===== src/rtl/pkt_data_gen.sv =====
// ============================================================================
// Module   : pkt_data_gen
// Brief    : Programmable test-packet source (increment/constant/LFSR payload)
// Revision : 1.0
// ============================================================================
`default_nettype none

module pkt_data_gen #(
  parameter int DW    = 16,
  parameter int MTY_W = 1,
  parameter int LEN_W = 11,
  parameter int GAP_W = 8
) (
  input  logic             clk,
  input  logic             rst,
  input  logic             en,
  input  logic             stop,
  input  logic [LEN_W-1:0] cfg_len,
  input  logic [15:0]      cfg_num,
  input  logic [GAP_W-1:0] cfg_gap,
  input  logic [1:0]       cfg_mode,
  input  logic [7:0]       cfg_seed,
  input  logic             rdy,
  output logic             busy,
  output logic [DW-1:0]    dout,
  output logic             dout_vld,
  output logic             dout_sop,
  output logic             dout_eop,
  output logic [MTY_W-1:0] dout_mty,
  output logic [15:0]      pkt_cnt,
  output logic             done
);

  localparam int B = DW / 8;

  typedef enum logic [1:0] {
    S_IDLE = 2'd0,
    S_SEND = 2'd1,
    S_GAP  = 2'd2
  } state_t;

  state_t           state_q;
  logic [LEN_W-1:0] beats_q, beat_q;
  logic [MTY_W-1:0] mty_q;
  logic [15:0]      num_q;
  logic [GAP_W-1:0] gap_q, gap_cnt_q;
  logic [1:0]       mode_q;
  logic [7:0]       seed_q, cur_q;
  logic             stop_q;

  logic [DW-1:0]    dout_q;
  logic             vld_q, sop_q, eop_q, done_q;
  logic [MTY_W-1:0] dout_mty_q;
  logic [15:0]      pkt_cnt_q;

  // Packet geometry derived from the configuration at the start edge
  logic [LEN_W:0]   w_beats, w_pad;
  logic [7:0]       w_seed;
  assign w_beats = ({1'b0, cfg_len} + (LEN_W+1)'(B - 1)) / (LEN_W+1)'(B);
  assign w_pad   = w_beats * (LEN_W+1)'(B) - {1'b0, cfg_len};
  assign w_seed  = (cfg_mode == 2'd2 && cfg_seed == 8'h00) ? 8'hFF : cfg_seed;

  logic             w_last;
  logic [7:0]       w_base;
  logic [16:0]      w_cnt_inc;
  logic             w_end;
  assign w_last    = (beat_q == beats_q - LEN_W'(1));
  assign w_base    = (beat_q == '0) ? seed_q : cur_q;
  assign w_cnt_inc = {1'b0, pkt_cnt_q} + 17'd1;
  assign w_end     = ((num_q != 16'd0) && (w_cnt_inc == {1'b0, num_q})) || stop_q || stop;

  logic [DW-1:0]    dout_d;
  logic [7:0]       cur_d;

  // One beat of payload; cur_d is the first byte of the following beat
  always_comb begin
    logic [7:0] lfsr;
    logic [7:0] b;
    lfsr   = w_base;
    dout_d = '0;
    for (int k = 0; k < B; k++) begin
      case (mode_q)
        2'd1:    b = w_base;
        2'd2:    b = lfsr;
        default: b = w_base + 8'(k);
      endcase
      if (w_last && (k >= B - int'(mty_q))) b = 8'h00;
      dout_d[DW-1-8*k -: 8] = b;
      lfsr = {lfsr[6:0], lfsr[7] ^ lfsr[5] ^ lfsr[4] ^ lfsr[3]};
    end
    case (mode_q)
      2'd1:    cur_d = w_base;
      2'd2:    cur_d = lfsr;
      default: cur_d = w_base + 8'(B);
    endcase
  end

  always_ff @(posedge clk) begin
    if (rst) begin
      state_q    <= S_IDLE;
      beats_q    <= '0;
      beat_q     <= '0;
      mty_q      <= '0;
      num_q      <= '0;
      gap_q      <= '0;
      gap_cnt_q  <= '0;
      mode_q     <= '0;
      seed_q     <= '0;
      cur_q      <= '0;
      stop_q     <= 1'b0;
      dout_q     <= '0;
      vld_q      <= 1'b0;
      sop_q      <= 1'b0;
      eop_q      <= 1'b0;
      dout_mty_q <= '0;
      pkt_cnt_q  <= '0;
      done_q     <= 1'b0;
    end else begin
      dout_q     <= '0;
      vld_q      <= 1'b0;
      sop_q      <= 1'b0;
      eop_q      <= 1'b0;
      dout_mty_q <= '0;
      done_q     <= 1'b0;
      case (state_q)
        S_IDLE: begin
          if (en && cfg_len != '0) begin
            beats_q   <= LEN_W'(w_beats);
            mty_q     <= MTY_W'(w_pad);
            num_q     <= cfg_num;
            gap_q     <= cfg_gap;
            mode_q    <= cfg_mode;
            seed_q    <= w_seed;
            beat_q    <= '0;
            stop_q    <= 1'b0;
            pkt_cnt_q <= '0;
            state_q   <= S_SEND;
          end
        end
        S_SEND: begin
          if (stop) stop_q <= 1'b1;
          if (rdy) begin
            dout_q <= dout_d;
            vld_q  <= 1'b1;
            sop_q  <= (beat_q == '0);
            cur_q  <= cur_d;
            if (w_last) begin
              eop_q      <= 1'b1;
              dout_mty_q <= mty_q;
              beat_q     <= '0;
              if (pkt_cnt_q != 16'hFFFF) pkt_cnt_q <= w_cnt_inc[15:0];
              if (w_end) begin
                state_q <= S_IDLE;
                done_q  <= 1'b1;
                stop_q  <= 1'b0;
              end else if (gap_q != '0) begin
                state_q   <= S_GAP;
                gap_cnt_q <= '0;
              end
            end else begin
              beat_q <= beat_q + LEN_W'(1);
            end
          end
        end
        S_GAP: begin
          if (stop || stop_q) begin
            state_q <= S_IDLE;
            done_q  <= 1'b1;
            stop_q  <= 1'b0;
          end else if (gap_cnt_q == gap_q - GAP_W'(1)) begin
            state_q <= S_SEND;
          end else begin
            gap_cnt_q <= gap_cnt_q + GAP_W'(1);
          end
        end
        default: state_q <= S_IDLE;
      endcase
    end
  end

  assign busy     = (state_q != S_IDLE);
  assign dout     = dout_q;
  assign dout_vld = vld_q;
  assign dout_sop = sop_q;
  assign dout_eop = eop_q;
  assign dout_mty = dout_mty_q;
  assign pkt_cnt  = pkt_cnt_q;
  assign done     = done_q;

endmodule

`default_nettype wire


===== config.mk =====
export PLATFORM = sky130hd
export DESIGN_NAME = pkt_data_gen
export DESIGN_NICKNAME = d
export VERILOG_FILES = /design/src/rtl/pkt_data_gen.sv
export SDC_FILE = /design/constraint.sdc
export NUM_CORES = 1
export LEC_CHECK = 0
export CAP_MARGIN = 40
export CELL_PAD_IN_SITES_DETAIL_PLACEMENT = 0
export CELL_PAD_IN_SITES_GLOBAL_PLACEMENT = 1
export CORE_ASPECT_RATIO = 1.1
export CORE_MARGIN = 1
export CORE_UTILIZATION = 42
export CTS_CLUSTER_DIAMETER = 100
export CTS_CLUSTER_SIZE = 16
export DETAILED_ROUTE_END_ITERATION = 10
export DONT_BUFFER_PORTS = 1
export GPL_TIMING_DRIVEN = 1
export PLACE_DENSITY = 0.84
export SETUP_SLACK_MARGIN = 0.02
export SYNTH_ARGS = -nofsm -noshare
export SYNTH_HDL_FRONTEND = slang
export SYNTH_SLANG_ARGS = --single-unit

===== constraint.sdc =====
create_clock -name clk -period 3.9 [get_ports clk]
set_input_delay 0.78 -clock clk [delete_from_list [all_inputs] [get_ports clk]]
set_output_delay 0.78 -clock clk [all_outputs]
set_load 0.005 [all_outputs]

==> results of run 1 <==
[worst max-delay path, cell delays in order, from the launching register on]
cell and delay [ns]:
dfxtp_1 0.44, inv_1 0.07, ha_1 0.26, nor2b_1 0.15, or3_1 0.35, a31o_2 0.24, a211oi_1 0.58, nand3_2 0.41
a21oi_4 0.52, nor2b_1 0.19, o21ai_0 0.10
[metrics by stage]
step                instance area [um^2]  setup slack (ns)
finish                              7300             0.469
global route                        7300             0.221
CTS                                 7300             0.508
detailed placement                  6700             0.530
global placement                    6690             0.649
floorplan                           6580             0.981
[metal layers]
layer | global-route usage | vias to the layer above | wire length (um)
met1 | 0.284 | 2867 | 7750
met4 | 0.124 | 0 | 607
met3 | 0.0535 | 48 | 991
met5 | 0 | - | 0
met2 | 0.374 | 175 | 8710
li1 | - | 2886 | -
[cell type report]
cell class,count,area share
Timing Repair Buffer,7,0.00685
Multi-Input combinational cell,619,0.554
Clock inverter,10,0.0182
Clock buffer,22,0.0649
Sequential cell,113,0.310
Inverter,25,0.0129
Tap cell,196,0.0336
[cells in the mapped netlist (6+ instances only)]
cell,n,area [um^2]
o221a_2,8,90.1
a311oi_1,14,123
or3_1,7,43.8
nor2b_1,7,43.8
xnor2_1,45,394
a21oi_1,62,310
a211oi_1,22,165
nand3_1,23,115
o21ai_0,17,85.1
nor3_1,22,110
dfxtp_1,113,2260
and2_1,6,37.5
mux2i_1,7,70.1
nor2_1,57,214
nand2_1,109,409
nand4_1,19,119
xor2_1,26,228
nor4_1,11,68.8
nor3b_1,6,45.0
clkbuf_1,36,135
nand2b_1,11,68.8
inv_1,23,86.3
a221oi_1,10,87.6
and3_1,13,81.3
ha_1,17,213
mux2_2,6,67.6
[power by group through the flow]
stage / combinational [mW] / sequential (mW) / clock [mW]
after global routing: 1.28 / 1.41 / 1.67
after floorplan: 0.944 / 1.36 / 0
after detailed placement: 1.14 / 1.42 / 0
final: 1.15 / 1.40 / 1.60
after global placement: 1.10 / 1.41 / 0
after CTS: 1.14 / 1.39 / 1.62
[registers in the layout (all words and copies together), names as in the netlist, 11 cells and up]
register,cells
beat_q,11
beats_q,11
dout,16
num_q,16
pkt_cnt,16
[final timing paths]
| check | endpoint | startpoint | slack [ns] | cells past startpoint |
|---|---|---|---|---|
| worst max register to register | pkt_cnt[13] | beats_q[0] | 0.47 | 10 |
| worst max-delay path | pkt_cnt[13] | beats_q[0] | 0.47 | 10 |
| worst min register to register | cur_q[7] | cur_q[7] | 0.45 | 2 |
| worst min-delay path | num_q[13] | rst | 0.42 | 1 |
[cells by family (layout without fill, tap and decap cells)]
logic type | after synthesis | after routing | share of synthesized area
xor+xnor | 71 | 71 | 0.0946
flops | 113 | 113 | 0.344
simple gates | 321 | 321 | 0.251
fa+ha+maj | 17 | 17 | 0.0323
buf+inv | 69 | 64 | 0.0422
mux | 13 | 13 | 0.0209
compound gates | 197 | 197 | 0.215
[cells in the final DEF, fill, tap and decap left out, types with 4 or more instances in the layout]
| cell type | synthesis | final |
|---|---|---|
| dfxtp_1 | 113 | 113 |
| nand2_1 | 109 | 109 |
| a21oi_1 | 62 | 62 |
| nor2_1 | 57 | 56 |
| xnor2_1 | 45 | 45 |
| xor2_1 | 26 | 26 |
| inv_1 | 23 | 23 |
| nand3_1 | 23 | 23 |
| nor3_1 | 22 | 22 |
| a211oi_1 | 22 | 22 |
| nand4_1 | 19 | 19 |
| o21ai_0 | 17 | 17 |
| ha_1 | 17 | 17 |
| clkbuf_16 | 0 | 17 |
| a311oi_1 | 14 | 14 |
| and3_1 | 13 | 13 |
| nor4_1 | 11 | 11 |
| nand2b_1 | 11 | 11 |
| a221oi_1 | 10 | 10 |
| o221a_2 | 8 | 8 |
| mux2i_1 | 7 | 7 |
| nor2b_1 | 7 | 7 |
| or3_1 | 7 | 7 |
| mux2_2 | 6 | 6 |
| and2_1 | 6 | 6 |
| nor3b_1 | 6 | 6 |
| buf_4 | 0 | 6 |
| and4_1 | 5 | 5 |
| a31oi_1 | 5 | 5 |
| or4_1 | 5 | 5 |
| a21o_1 | 5 | 5 |
| a22oi_1 | 5 | 5 |
| clkinv_2 | 0 | 5 |
| a21boi_0 | 4 | 4 |
| o2bb2ai_1 | 4 | 4 |
| o2111ai_1 | 4 | 4 |
==> impl_metrics.yaml, run 1 <==
outcome:
  outcome: "completed"
place:
  hpwlAfterDp_um: 13100
  dp.cells: 960
  port-buffer-count: 0
  gp_congestion: 0.854
synth:
  synth_fp_nets: 868
  ys_warn_count: 0
  synth_cells: 801
  mappedNetlistArea_um2: 6580
  synth-edff-count: 0
  async_reset_ff_frac: 0
  ys_ff_latch: 113
  postSynthAreaPerCell_um2: 8.21
  ys_types: 79
  synth_flop_cell: "dfxtp_1"
  seq_area_frac_synth: 0.344
cells_and_area:
  stdcell_count: 992
  fillers: 1474
  postLayoutCoreUtil: 0.481
  fin_nets: 850
  diodes: 0
  drive_above_1_share: 0.0930
  seqCellArea_um2: 2260
  area_growth_pct: 11.0
  multiInputGateArea_um2: 4040
sta:
  max_freq_mhz: 291
  grt_setup_unrepaired: "no"
  period_minus_slack_ns: 3.43
  period_share: 0.880
  hold_viol_final: 0
  finalSetupViolations: 0
  fin_skew_ns: 0.0103
  maxSlewHeadroom: 0.421
  slew_viol_final: 0
  hold_ws_ns: 0.424
  worst_pin_slew_ns: 0.869
  setup_tns_ns: 0
job:
  cap_violations: 0
grt:
  grt_pass1_wl_um: 29500
  first_global_vias: 5808
  antenna_found_initial: 0
  grt_overflow: 0
  grt_start_max_net_pins: 79
  grtUsageTotal: 0.232
die:
  io_pins: 88
  die_w_um: 121
  fp.dieH_um: 133
  row_count: 47
  initial_core_util: 0.433
  core-area_um2: 15200
  fp.dieArea_um2: 16200
clock_network:
  root_buffer: "clkbuf_16"
  clockBufferDepth: 2
  h-tree-depth: 4
  worstSkewPairLatency_ns: 0.42
  cts_resized: 0
  clkSinkCount: 113
  cts_buffers: 17
  hold_buffers: 0
  path_clk_slew_ns: 0.06
  post_cts_buffers: 0
  cts_tree: "yes"
route:
  dr.pass1.iters: 5
  wl_um: 18100
  antenna_left: 0
  drc: 0
  viasPerCell: 6.02
  via_count: 5976
  initialDrtViolationCount: 320
  post_drt_wl_per_cell_um: 18.2
worst_setup_path:
  startpoint_type: "flip-flop"
  endpoint_kind: "flip-flop"
  timing.critical_path.fanout_max: 17
  cp.arrival_ns: 3.73
  path_class: "flip-flop to flip-flop"
  cp.required_ns: 4.20
pwr:
  seqPwrFrac: 0.337
  power_frac_comb: 0.277
  clock_power_share: 0.386
  peakVddDrop_uv: 405
  power-per-cell-area_nw_per_um2: 568
  intPower_mw: 2.76
  total_leakage_power_nw: 2.58
  p_total_mw: 4.14
  p_switching_mw: 1.39
  switching_share: 0.335
worst_hold_path:
  hold_class: "input port to flip-flop"
Power figures use the tool's default switching activity.
==> inputs of run 2 (changes only) <==
CAP_MARGIN = 20   (was 40)
==> run 2 against run 1 <==
Against the previous run: via count rose by 0.60%; clock-buffer cell count rose by 1; sequential share of layout area fell by 0.21 points; core utilization rose by 0.32 points; critical path type unchanged; largest power group unchanged.
==> impl_metrics.yaml, run 2 (same netlist as run 1, synthesis figures left out) <==
die:
  initial_core_util: 0.433
  row_count: 47
  fp.dieArea_um2: 16200
  core-area_um2: 15200
  die_w_um: 121
  io_pins: 88
  fp.dieH_um: 133
sta:
  grt_setup_unrepaired: "no"
  max_freq_mhz: 290
  hold_viol_final: 0
  period_minus_slack_ns: 3.45
  finalSetupViolations: 0
  period_share: 0.885
  fin_skew_ns: 0.0116
  maxSlewHeadroom: 0.431
  slew_viol_final: 0
  setup_tns_ns: 0
  worst_pin_slew_ns: 0.853
cells_and_area:
  fillers: 1461
  layout_common_cells: "113 x dfxtp_1, 109 x nand2_1, 62 x a21oi_1"
  fin_nets: 850
  drive_above_1_share: 0.0917
  final_common_cell: "dfxtp_1"
  stdcell_count: 992
  diodes: 0
  area_growth_pct: 11.8
route:
  viasPerCell: 6.06
  wl_met2_um: 8640
  via_count: 6012
  top_layer_used: "met4"
  dr.pass1.iters: 5
  met3WireLength_um: 1050
  wl_um: 17900
  drc: 0
  initialDrtViolationCount: 416
  wl_met1_um: 7570
  antenna_left: 0
  post_drt_wl_per_cell_um: 18.0
grt:
  grt_pass1_wl_um: 29100
  grtUsageTotal: 0.229
  grt_start_max_net_pins: 79
  first_global_vias: 5754
  grt_overflow: 0
  antenna_found_initial: 0
clock_network:
  clockBufferDepth: 2
  clkSinkCount: 113
  h-tree-depth: 4
  cts_buffers: 17
  worstSkewPairLatency_ns: 0.42
  path_clk_slew_ns: 0.05
  root_buffer: "clkbuf_16"
  cts_resized: 0
  post_cts_buffers: 0
  cts_tree: "yes"
  hold_buffers: 0
pwr:
  total_leakage_power_nw: 2.60
  power-per-cell-area_nw_per_um2: 581
  p_total_mw: 4.27
  peakVddDrop_uv: 310
place:
  dp.cells: 959
  gp_congestion: 0.854
  port-buffer-count: 0
  hpwlAfterDp_um: 13100
worst_setup_path:
  cp.arrival_ns: 3.75
  critPathCapture: "pkt_cnt[13]"
  startpoint_type: "flip-flop"
  r2r_end: "pkt_cnt[13]"
  regToRegSetupSlack_ns: 0.45
  timing.critical_path.fanout_max: 17
  crit_start: "beats_q[0]"
  r2r_cells: 10
  path_class: "flip-flop to flip-flop"
  rr_startpoint: "beats_q[0]"
  endpoint_kind: "flip-flop"
  cp.required_ns: 4.20
worst_hold_path:
  worstHoldPathCells: 1
  hold_class: "input port to flip-flop"
job:
  cap_violations: 0
outcome:
  outcome: "completed"
## run 2: cell types whose count changed in the layout (fill, tap and decap cells not counted)
cell | previous run | this run
clkbuf_2 | 0 | 1
clkinv_2 | 5 | 2
buf_2 | 1 | 0
bufinv_16 | 3 | 5
clkbuf_1 | 2 | 3
## run 2: per-layer routing
layer,global-route usage,vias to the layer above
met4,0.119,0
met1,0.279,2896
met2,0.372,180
met5,0,-
li1,-,2890
met3,0.0539,46
## run 2: metrics by stage
step	area, um^2	utilization	hold slack, ns	setup WS (ns)
floorplan	6580	-	0.432	0.981
global placement	6690	0.441	0.436	0.649
detailed placement	6690	0.441	0.446	0.505
CTS	7350	0.484	0.408	0.496
global route	7350	0.484	0.414	0.213
finish	7350	0.484	0.428	0.450
## run 2: worst min-delay path by stage
stage | startpoint | endpoint | slack [ns]
after floorplan | cur_q[7] | cur_q[7] | 0.43
after global placement | cur_q[7] | cur_q[7] | 0.44
after detailed placement | cur_q[7] | cur_q[7] | 0.45
after CTS | rst | pkt_cnt[1] | 0.41
after global routing | rst | num_q[10] | 0.41
final | rst | num_q[13] | 0.43
## run 2: worst max-delay path, cell delays in order, from the launching register on
cell	delay, ns
dfxtp_1	0.45
inv_1	0.08
ha_1	0.26
nor2b_1	0.15
or3_1	0.35
a31o_2	0.24
a211oi_1	0.58
nand3_2	0.42
a21oi_4	0.52
nor2b_1	0.20
o21ai_0	0.09
## run 2: report_power, final
part           switching, mW  internal, mW
Sequential             0.126          1.27
Clock                  0.545          1.18
Combinational          0.707         0.438
Total                   1.38          2.89
## run 2: area by class of cell
class	count	area (um^2)	share of cell area
tap	196	245	0.0334
inverter	25	93.8	0.0128
clock inverter	9	178	0.0242
multi-input combinational	619	4040	0.550
sequential	113	2260	0.308
timing repair buffer	7	50.0	0.00681
clock buffer	23	478	0.0650
